===== src/rtl/dwt_pkg.sv =====
// Shared constants and types for the level-2 DWT stage: widths, Q1.7 filter
// taps for the Daubechies-2 analysis pair, and block packing length.
package dwt_pkg;

  localparam int W_IN    = 9;                   // level-1 input width, kept for hierarchy consistency
  localparam int Y_OUT   = 25;                  // sample / coefficient word width
  localparam int C_IN    = 9;                   // filter tap width (Q1.7)
  localparam int SHIFT   = 7;                   // Q1.7 scale removal
  localparam int TAPS    = 4;
  localparam int BLK_LEN = 6;                   // decimated words per output block
  localparam int ACC_W   = Y_OUT + C_IN + 2;    // full-precision MAC width

  typedef logic signed [Y_OUT-1:0] sample_t;
  typedef logic signed [C_IN-1:0]  coef_t;
  typedef coef_t [0:TAPS-1]        coef_set_t;  // index j multiplies x[n-j]
  typedef logic [BLK_LEN-1:0][Y_OUT-1:0] block_t;  // element 0 is the oldest word
  typedef logic [2:0]              slot_t;

  localparam coef_set_t LO_COEF = '{-9'sd17, 9'sd29, 9'sd107, 9'sd62};
  localparam coef_set_t HI_COEF = '{-9'sd62, 9'sd107, -9'sd29, -9'sd17};

endpackage


===== src/rtl/dwt_level2_if.sv =====
// Sample input and packed coefficient outputs of the level-2 DWT stage.
// The master side feeds samples and consumes blocks; the slave side is the DWT.
interface dwt_level2_if;
  import dwt_pkg::*;

  logic    Lo_D_down_valid;
  sample_t Lo_D_down_y_k;

  sample_t Hi_D2_c_y_6k, Hi_D2_c_y_6k_1, Hi_D2_c_y_6k_2;
  sample_t Hi_D2_c_y_6k_3, Hi_D2_c_y_6k_4, Hi_D2_c_y_6k_5;
  logic    Hi_D2_valid;

  sample_t Lo_D2_c_y_6k, Lo_D2_c_y_6k_1, Lo_D2_c_y_6k_2;
  sample_t Lo_D2_c_y_6k_3, Lo_D2_c_y_6k_4, Lo_D2_c_y_6k_5;
  logic    Lo_D2_valid;

  modport master (
    output Lo_D_down_valid, Lo_D_down_y_k,
    input  Hi_D2_c_y_6k, Hi_D2_c_y_6k_1, Hi_D2_c_y_6k_2,
           Hi_D2_c_y_6k_3, Hi_D2_c_y_6k_4, Hi_D2_c_y_6k_5, Hi_D2_valid,
           Lo_D2_c_y_6k, Lo_D2_c_y_6k_1, Lo_D2_c_y_6k_2,
           Lo_D2_c_y_6k_3, Lo_D2_c_y_6k_4, Lo_D2_c_y_6k_5, Lo_D2_valid
  );

  modport slave (
    input  Lo_D_down_valid, Lo_D_down_y_k,
    output Hi_D2_c_y_6k, Hi_D2_c_y_6k_1, Hi_D2_c_y_6k_2,
           Hi_D2_c_y_6k_3, Hi_D2_c_y_6k_4, Hi_D2_c_y_6k_5, Hi_D2_valid,
           Lo_D2_c_y_6k, Lo_D2_c_y_6k_1, Lo_D2_c_y_6k_2,
           Lo_D2_c_y_6k_3, Lo_D2_c_y_6k_4, Lo_D2_c_y_6k_5, Lo_D2_valid
  );

endinterface


===== src/rtl/dwt_fir_decim.sv =====
// One analysis branch: 4-tap FIR, keep odd-indexed outputs (decimate by 2),
// pack six kept words into a block presented with a one-cycle strobe.
module dwt_fir_decim
  import dwt_pkg::*;
#(
  parameter coef_set_t COEF = LO_COEF
) (
  input  logic    clk,
  input  logic    rstn,       // synchronous, active-high
  input  logic    in_valid,
  input  sample_t in_y,
  output block_t  out_blk,
  output logic    out_valid
);

  sample_t [1:TAPS-1]          dly;     // x[n-1] .. x[n-3]
  sample_t                     taps [TAPS];
  logic signed [ACC_W-1:0]     acc;
  sample_t                     y;
  logic                        phase;   // 1 when the incoming sample has odd n
  slot_t                       slot;
  logic [BLK_LEN-2:0][Y_OUT-1:0] shadow;  // slot 5 goes straight to the output

  // Full-precision MAC over the current sample and delay line, floor-shift, wrap.
  always_comb begin
    taps[0] = in_y;
    for (int j = 1; j < TAPS; j++) taps[j] = dly[j];
    acc = '0;
    for (int j = 0; j < TAPS; j++)
      acc = acc + ACC_W'(coef_t'(COEF[j])) * ACC_W'(taps[j]);
    y = sample_t'(acc >>> SHIFT);
  end

  // Delay line, decimation phase, slot packing and block hand-off.
  always_ff @(posedge clk) begin
    if (rstn) begin
      // NOTE: the shadow slots are reset too, so a block cut short by reset leaves no stale words behind.
      dly       <= '0;
      phase     <= 1'b0;
      slot      <= '0;
      shadow    <= '0;
      out_blk   <= '0;
      out_valid <= 1'b0;
    end else begin
      // NOTE: non-blocking assignments let dly[2] take the old dly[1] in the same edge.
      out_valid <= 1'b0;
      if (in_valid) begin
        dly[1] <= in_y;
        for (int j = 2; j < TAPS; j++) dly[j] <= dly[j-1];
        phase <= ~phase;
        if (phase) begin
          if (slot == slot_t'(BLK_LEN - 1)) begin
            out_blk   <= {y, shadow};
            out_valid <= 1'b1;
            slot      <= '0;
          end else begin
            shadow[slot] <= y;
            slot         <= slot + 3'd1;
          end
        end
      end
    end
  end

endmodule


===== src/rtl/dwt_level2.sv =====
// Level-2 DWT: low-pass and high-pass decimating branches share one input
// stream; their packed blocks drive the interface outputs.
module dwt_level2
  import dwt_pkg::*;
(
  input  logic         clk,
  input  logic         rstn,   // synchronous, active-high
  dwt_level2_if.slave  bus
);

  block_t lo_blk, hi_blk;
  logic   lo_valid, hi_valid;

  dwt_fir_decim #(.COEF(LO_COEF)) u_lo (
    .clk       (clk),
    .rstn      (rstn),
    .in_valid  (bus.Lo_D_down_valid),
    .in_y      (bus.Lo_D_down_y_k),
    .out_blk   (lo_blk),
    .out_valid (lo_valid)
  );

  dwt_fir_decim #(.COEF(HI_COEF)) u_hi (
    .clk       (clk),
    .rstn      (rstn),
    .in_valid  (bus.Lo_D_down_valid),
    .in_y      (bus.Lo_D_down_y_k),
    .out_blk   (hi_blk),
    .out_valid (hi_valid)
  );

  assign bus.Lo_D2_c_y_6k   = lo_blk[0];
  assign bus.Lo_D2_c_y_6k_1 = lo_blk[1];
  assign bus.Lo_D2_c_y_6k_2 = lo_blk[2];
  assign bus.Lo_D2_c_y_6k_3 = lo_blk[3];
  assign bus.Lo_D2_c_y_6k_4 = lo_blk[4];
  assign bus.Lo_D2_c_y_6k_5 = lo_blk[5];
  assign bus.Lo_D2_valid    = lo_valid;

  assign bus.Hi_D2_c_y_6k   = hi_blk[0];
  assign bus.Hi_D2_c_y_6k_1 = hi_blk[1];
  assign bus.Hi_D2_c_y_6k_2 = hi_blk[2];
  assign bus.Hi_D2_c_y_6k_3 = hi_blk[3];
  assign bus.Hi_D2_c_y_6k_4 = hi_blk[4];
  assign bus.Hi_D2_c_y_6k_5 = hi_blk[5];
  assign bus.Hi_D2_valid    = hi_valid;

endmodule


===== src/flat_wrapper.sv =====
// flat-port wrapper written by rule: the top's interface ports become plain ports
module dwt_level2_flat import dwt_pkg::*;
  (clk, rstn, bus_Lo_D_down_valid, bus_Lo_D_down_y_k, bus_Hi_D2_c_y_6k, bus_Hi_D2_c_y_6k_1, bus_Hi_D2_c_y_6k_2, bus_Hi_D2_c_y_6k_3, bus_Hi_D2_c_y_6k_4, bus_Hi_D2_c_y_6k_5, bus_Hi_D2_valid, bus_Lo_D2_c_y_6k, bus_Lo_D2_c_y_6k_1, bus_Lo_D2_c_y_6k_2, bus_Lo_D2_c_y_6k_3, bus_Lo_D2_c_y_6k_4, bus_Lo_D2_c_y_6k_5, bus_Lo_D2_valid);
  dwt_level2_if bus_i ();
  input  logic clk;
  input  logic rstn;
  input wire logic [$bits(bus_i.Lo_D_down_valid)-1:0] bus_Lo_D_down_valid;
  input wire logic [$bits(bus_i.Lo_D_down_y_k)-1:0] bus_Lo_D_down_y_k;
  output wire logic [$bits(bus_i.Hi_D2_c_y_6k)-1:0] bus_Hi_D2_c_y_6k;
  output wire logic [$bits(bus_i.Hi_D2_c_y_6k_1)-1:0] bus_Hi_D2_c_y_6k_1;
  output wire logic [$bits(bus_i.Hi_D2_c_y_6k_2)-1:0] bus_Hi_D2_c_y_6k_2;
  output wire logic [$bits(bus_i.Hi_D2_c_y_6k_3)-1:0] bus_Hi_D2_c_y_6k_3;
  output wire logic [$bits(bus_i.Hi_D2_c_y_6k_4)-1:0] bus_Hi_D2_c_y_6k_4;
  output wire logic [$bits(bus_i.Hi_D2_c_y_6k_5)-1:0] bus_Hi_D2_c_y_6k_5;
  output wire logic [$bits(bus_i.Hi_D2_valid)-1:0] bus_Hi_D2_valid;
  output wire logic [$bits(bus_i.Lo_D2_c_y_6k)-1:0] bus_Lo_D2_c_y_6k;
  output wire logic [$bits(bus_i.Lo_D2_c_y_6k_1)-1:0] bus_Lo_D2_c_y_6k_1;
  output wire logic [$bits(bus_i.Lo_D2_c_y_6k_2)-1:0] bus_Lo_D2_c_y_6k_2;
  output wire logic [$bits(bus_i.Lo_D2_c_y_6k_3)-1:0] bus_Lo_D2_c_y_6k_3;
  output wire logic [$bits(bus_i.Lo_D2_c_y_6k_4)-1:0] bus_Lo_D2_c_y_6k_4;
  output wire logic [$bits(bus_i.Lo_D2_c_y_6k_5)-1:0] bus_Lo_D2_c_y_6k_5;
  output wire logic [$bits(bus_i.Lo_D2_valid)-1:0] bus_Lo_D2_valid;
  assign bus_i.Lo_D_down_valid = bus_Lo_D_down_valid;
  assign bus_i.Lo_D_down_y_k = bus_Lo_D_down_y_k;
  assign bus_Hi_D2_c_y_6k = bus_i.Hi_D2_c_y_6k;
  assign bus_Hi_D2_c_y_6k_1 = bus_i.Hi_D2_c_y_6k_1;
  assign bus_Hi_D2_c_y_6k_2 = bus_i.Hi_D2_c_y_6k_2;
  assign bus_Hi_D2_c_y_6k_3 = bus_i.Hi_D2_c_y_6k_3;
  assign bus_Hi_D2_c_y_6k_4 = bus_i.Hi_D2_c_y_6k_4;
  assign bus_Hi_D2_c_y_6k_5 = bus_i.Hi_D2_c_y_6k_5;
  assign bus_Hi_D2_valid = bus_i.Hi_D2_valid;
  assign bus_Lo_D2_c_y_6k = bus_i.Lo_D2_c_y_6k;
  assign bus_Lo_D2_c_y_6k_1 = bus_i.Lo_D2_c_y_6k_1;
  assign bus_Lo_D2_c_y_6k_2 = bus_i.Lo_D2_c_y_6k_2;
  assign bus_Lo_D2_c_y_6k_3 = bus_i.Lo_D2_c_y_6k_3;
  assign bus_Lo_D2_c_y_6k_4 = bus_i.Lo_D2_c_y_6k_4;
  assign bus_Lo_D2_c_y_6k_5 = bus_i.Lo_D2_c_y_6k_5;
  assign bus_Lo_D2_valid = bus_i.Lo_D2_valid;
  dwt_level2 u_core (.clk(clk), .rstn(rstn), .bus(bus_i));
endmodule

===== config.mk =====
export PLATFORM = sky130hd
export DESIGN_NAME = dwt_level2_flat
export DESIGN_NICKNAME = d
export VERILOG_FILES = /design/src/rtl/dwt_pkg.sv /design/src/rtl/dwt_level2_if.sv /design/src/rtl/dwt_fir_decim.sv /design/src/rtl/dwt_level2.sv /design/src/flat_wrapper.sv
export SDC_FILE = /design/constraint.sdc
export NUM_CORES = 2
export LEC_CHECK = 0
export BUFFER_PORTS_ARGS = -buffer_cell sky130_fd_sc_hd__buf_4
export CAP_MARGIN = 5
export CORE_MARGIN = 1.5
export CORE_UTILIZATION = 45
export DETAILED_ROUTE_END_ITERATION = 10
export PLACE_DENSITY = 0.73
export SYNTH_ARGS = -nofsm -noshare
export SYNTH_HDL_FRONTEND = slang
export SYNTH_HIERARCHICAL = 1
export SYNTH_SLANG_ARGS = --single-unit

===== constraint.sdc =====
create_clock -name clk -period 8.55 [get_ports clk]
set_input_delay 0.4275 -clock clk [delete_from_list [all_inputs] [get_ports clk]]
set_output_delay 0.4275 -clock clk [all_outputs]
set_load 0.05 [all_outputs]

==> reports/metrics.json <==
{
  "die_area_um2": 122400,
  "rsz0062_at_grt": "true",
  "worstSetupEndpointType": "flip-flop",
  "synthDominantAreaCellType": "dfxtp_1",
  "postCtsHoldBufs": 0,
  "kind_of_launch_point_of_the_worst_setup_path": "flip-flop",
  "synth.top_cell.area_share": 0.2625,
  "syn_avg_cell_area_um2": 9.097,
  "hpwlAfterDp_um": 108200,
  "totalWireLength_um": 145500,
  "final-setup-viol-count": 115,
  "final_period_minus_worst_setup_slack_ps": 9218,
  "number_of_nets_with_antenna_violations_after_routing": 0,
  "initialDrtViolationCount": 3324,
  "grt_usage": 0.2332,
  "dr_vias": 42070,
  "grt_start_max_net_pins": 234,
  "finalHoldViolCount": 0,
  "routabilityCongestion": 0.8917,
  "synth.yosys.warnings": 6,
  "post_synth_main_area_contributors": "dfxtp_1, fa_1, ha_1",
  "drt_wl_cell_um": 17.77,
  "max_freq_ghz": 0.1085,
  "edff_count_synth": 0,
  "total_drc_errors_in_the_routed_layout": 0,
  "clkLatencyLatePin_ps": 690,
  "detailed_routing_iterations_pass_1": 6,
  "drive_above_1_share": 0.1899,
  "core_area_um2": 119700,
  "boundaryPins": 330,
  "grt_pass1_wl_um": 226500,
  "asyncSetResetFlopFracSynth": 0,
  "nNetsFinal": 7768,
  "fin_worst_skew_ps": 32.39,
  "htree_num_levels": 3,
  "timing.final.ws_setup_ps": -667.7,
  "yosysUniqueCellTypes": 96,
  "critical-path-max-stage-delay_ps": 540,
  "worst_setup_hold_path_clk_slew_ps": 60,
  "min_path_type": "primary input to flip-flop",
  "num_rows": 127,
  "setup_total_negative_slack_ps": -49130,
  "num_cts_buffers": 78,
  "synthesis.area_um2": 54140,
  "regToRegSetupSlack_ps": -670,
  "ctsRootBufferMaster": "clkbuf_16",
  "critical_path.slowest_cell": "fa_1",
  "dp.cells": 8003,
  "cts.sinks": 710,
  "drv.max_cap_violation_count": 0,
  "vias_per_cell": 5.140,
  "horizontal_die_dimension_um": 349.9,
  "die_height_um": 349.9,
  "final_common_cell": "inv_1",
  "number_of_instances_in_the_synthesized_netlist": 5951,
  "crit_fanout": 6,
  "buffer_ports.inserted": 329,
  "grt_overflow": 0,
  "criticalPathCategory": "flip-flop to flip-flop",
  "floorplan.initialDensity": 0.4524,
  "failing_checks": "negative setup slack",
  "critical_path_arrival_ps": 9790,
  "seq_area_frac_synth": 0.2625,
  "syn_to_final_growth_pct": 21.20,
  "synth.net_count": 7210,
  "cts_tree": "done",
  "max_slew.worst_pin.slew_ps": 1267,
  "crit_top_cell": "fa_1",
  "timing.final.max_slew_violations": 0,
  "vias_in_the_first_global_route": 42350,
  "relSlewSlack": 0.1496,
  "run_status": "finished, violations left",
  "timing.critical_path.required_ps": 9130,
  "final_cell_mix": "inv_1, nand2_1, dfxtp_1",
  "most_used_flip_flop_cell_after_synthesis": "dfxtp_1",
  "post_layout_nonfiller_instances": 8184,
  "cts_buffer_depth": 3,
  "antenna_found_initial": 2,
  "hold_ws_ps": 117.7,
  "finish.utilization": 0.5484,
  "finalCritPeriodShare": 1.078,
  "ys_seq_elements": 710
}
[through the flow]
step                      area [um2]  worst slack [ps]
after floorplan                54360            -190.8
after global placement         60640            -605.8
after detailed placement       60640            -699.3
after CTS                      64020            -548.4
after global routing           65610            -977.5
final                          65610            -667.7
[what timing repair did]
action	in CTS	in global routing
buffers inserted	17	29
gates cloned	0	0
gates resized for setup	140	296
pin swaps	84	174
endpoints found under the setup margin	108	190
[state kept, by name, indices dropped and copies added (netlist names), 3 cells and up]
signal,count
u_core/u_hi/dly,75
u_core/u_hi/slot,3
u_core/u_lo/out_blk,150
u_core/u_hi/shadow,125
u_core/u_lo/dly,75
u_core/u_lo/shadow,125
u_core/u_lo/slot,3
u_core/u_hi/out_blk,150
[final timing paths]
path	cells after the start	end	from
setup / recovery	38	u_core/u_lo/shadow[22]$_SDFFE_PP0P_	u_core/u_lo/dly[11]$_SDFFE_PP0P_
hold / removal	3	u_core/u_hi/dly[73]$_SDFFE_PP0P_	bus_Lo_D_down_y_k[23]
setup reg to reg	38	u_core/u_lo/shadow[22]$_SDFFE_PP0P_	u_core/u_lo/dly[11]$_SDFFE_PP0P_
hold reg to reg	2	u_core/u_hi/out_blk[86]$_SDFFE_PP0P_	u_core/u_hi/shadow[86]$_SDFFE_PP0P_
[worst max-delay path: cells and delay by family, from the launching register on]
family,cells,cell delay [ps]
AND/OR/NAND/NOR,2,300
buffers and inverters,10,780
adder cells (fa/ha/maj),12,4980
flip-flops,1,330
AO/OA/AOI/OAI,13,2480
XOR/XNOR,1,250
[kinds of logic after synthesis]
group | count (synthesis) | synth area share
and+or+nand+nor | 1448 | 0.1141
DFF | 710 | 0.2625
buffers and inverters | 1452 | 0.1018
muxes | 158 | 0.02924
AOI/OAI and AO/OA | 845 | 0.09351
adders and majority gates | 1231 | 0.3809
xor gates and xnor gates | 107 | 0.01798
[cells in the mapped netlist, drive strengths merged, types with 28 or more instances]
master,n
mux2i,157
a211oi,42
ha,536
nor2,345
xnor2,77
o21ai,93
a21oi,543
clkbuf,215
nand3b,65
or3,29
nor3,32
nand3,50
inv,1212
dfxtp,710
fa,695
nand2,825
xor2,28
[layer usage]
layer | part of all wire | GRT usage | vias to the layer above
li1 | - | - | 19740
met1 | 0.42 | 0.3129 | 20940
met2 | 0.49 | 0.3886 | 1143
met3 | 0.055 | 0.03216 | 248
met4 | 0.029 | 0.07480 | 4
met5 | 0.00014 | 0 | -
[final cells by class]
type,instances,area (um2)
fill,10110,54040
multi-input combinational,3789,36470
sequential,710,14240
timing repair buffer,718,5659
inverter,1212,4558
clock buffer,108,2236
tap,1612,2017
clock inverter,34,430.4
antenna,1,2.502
Power is not shown: default switching activity piles up to over one toggle a cycle in this logic, so the estimate is an artifact.
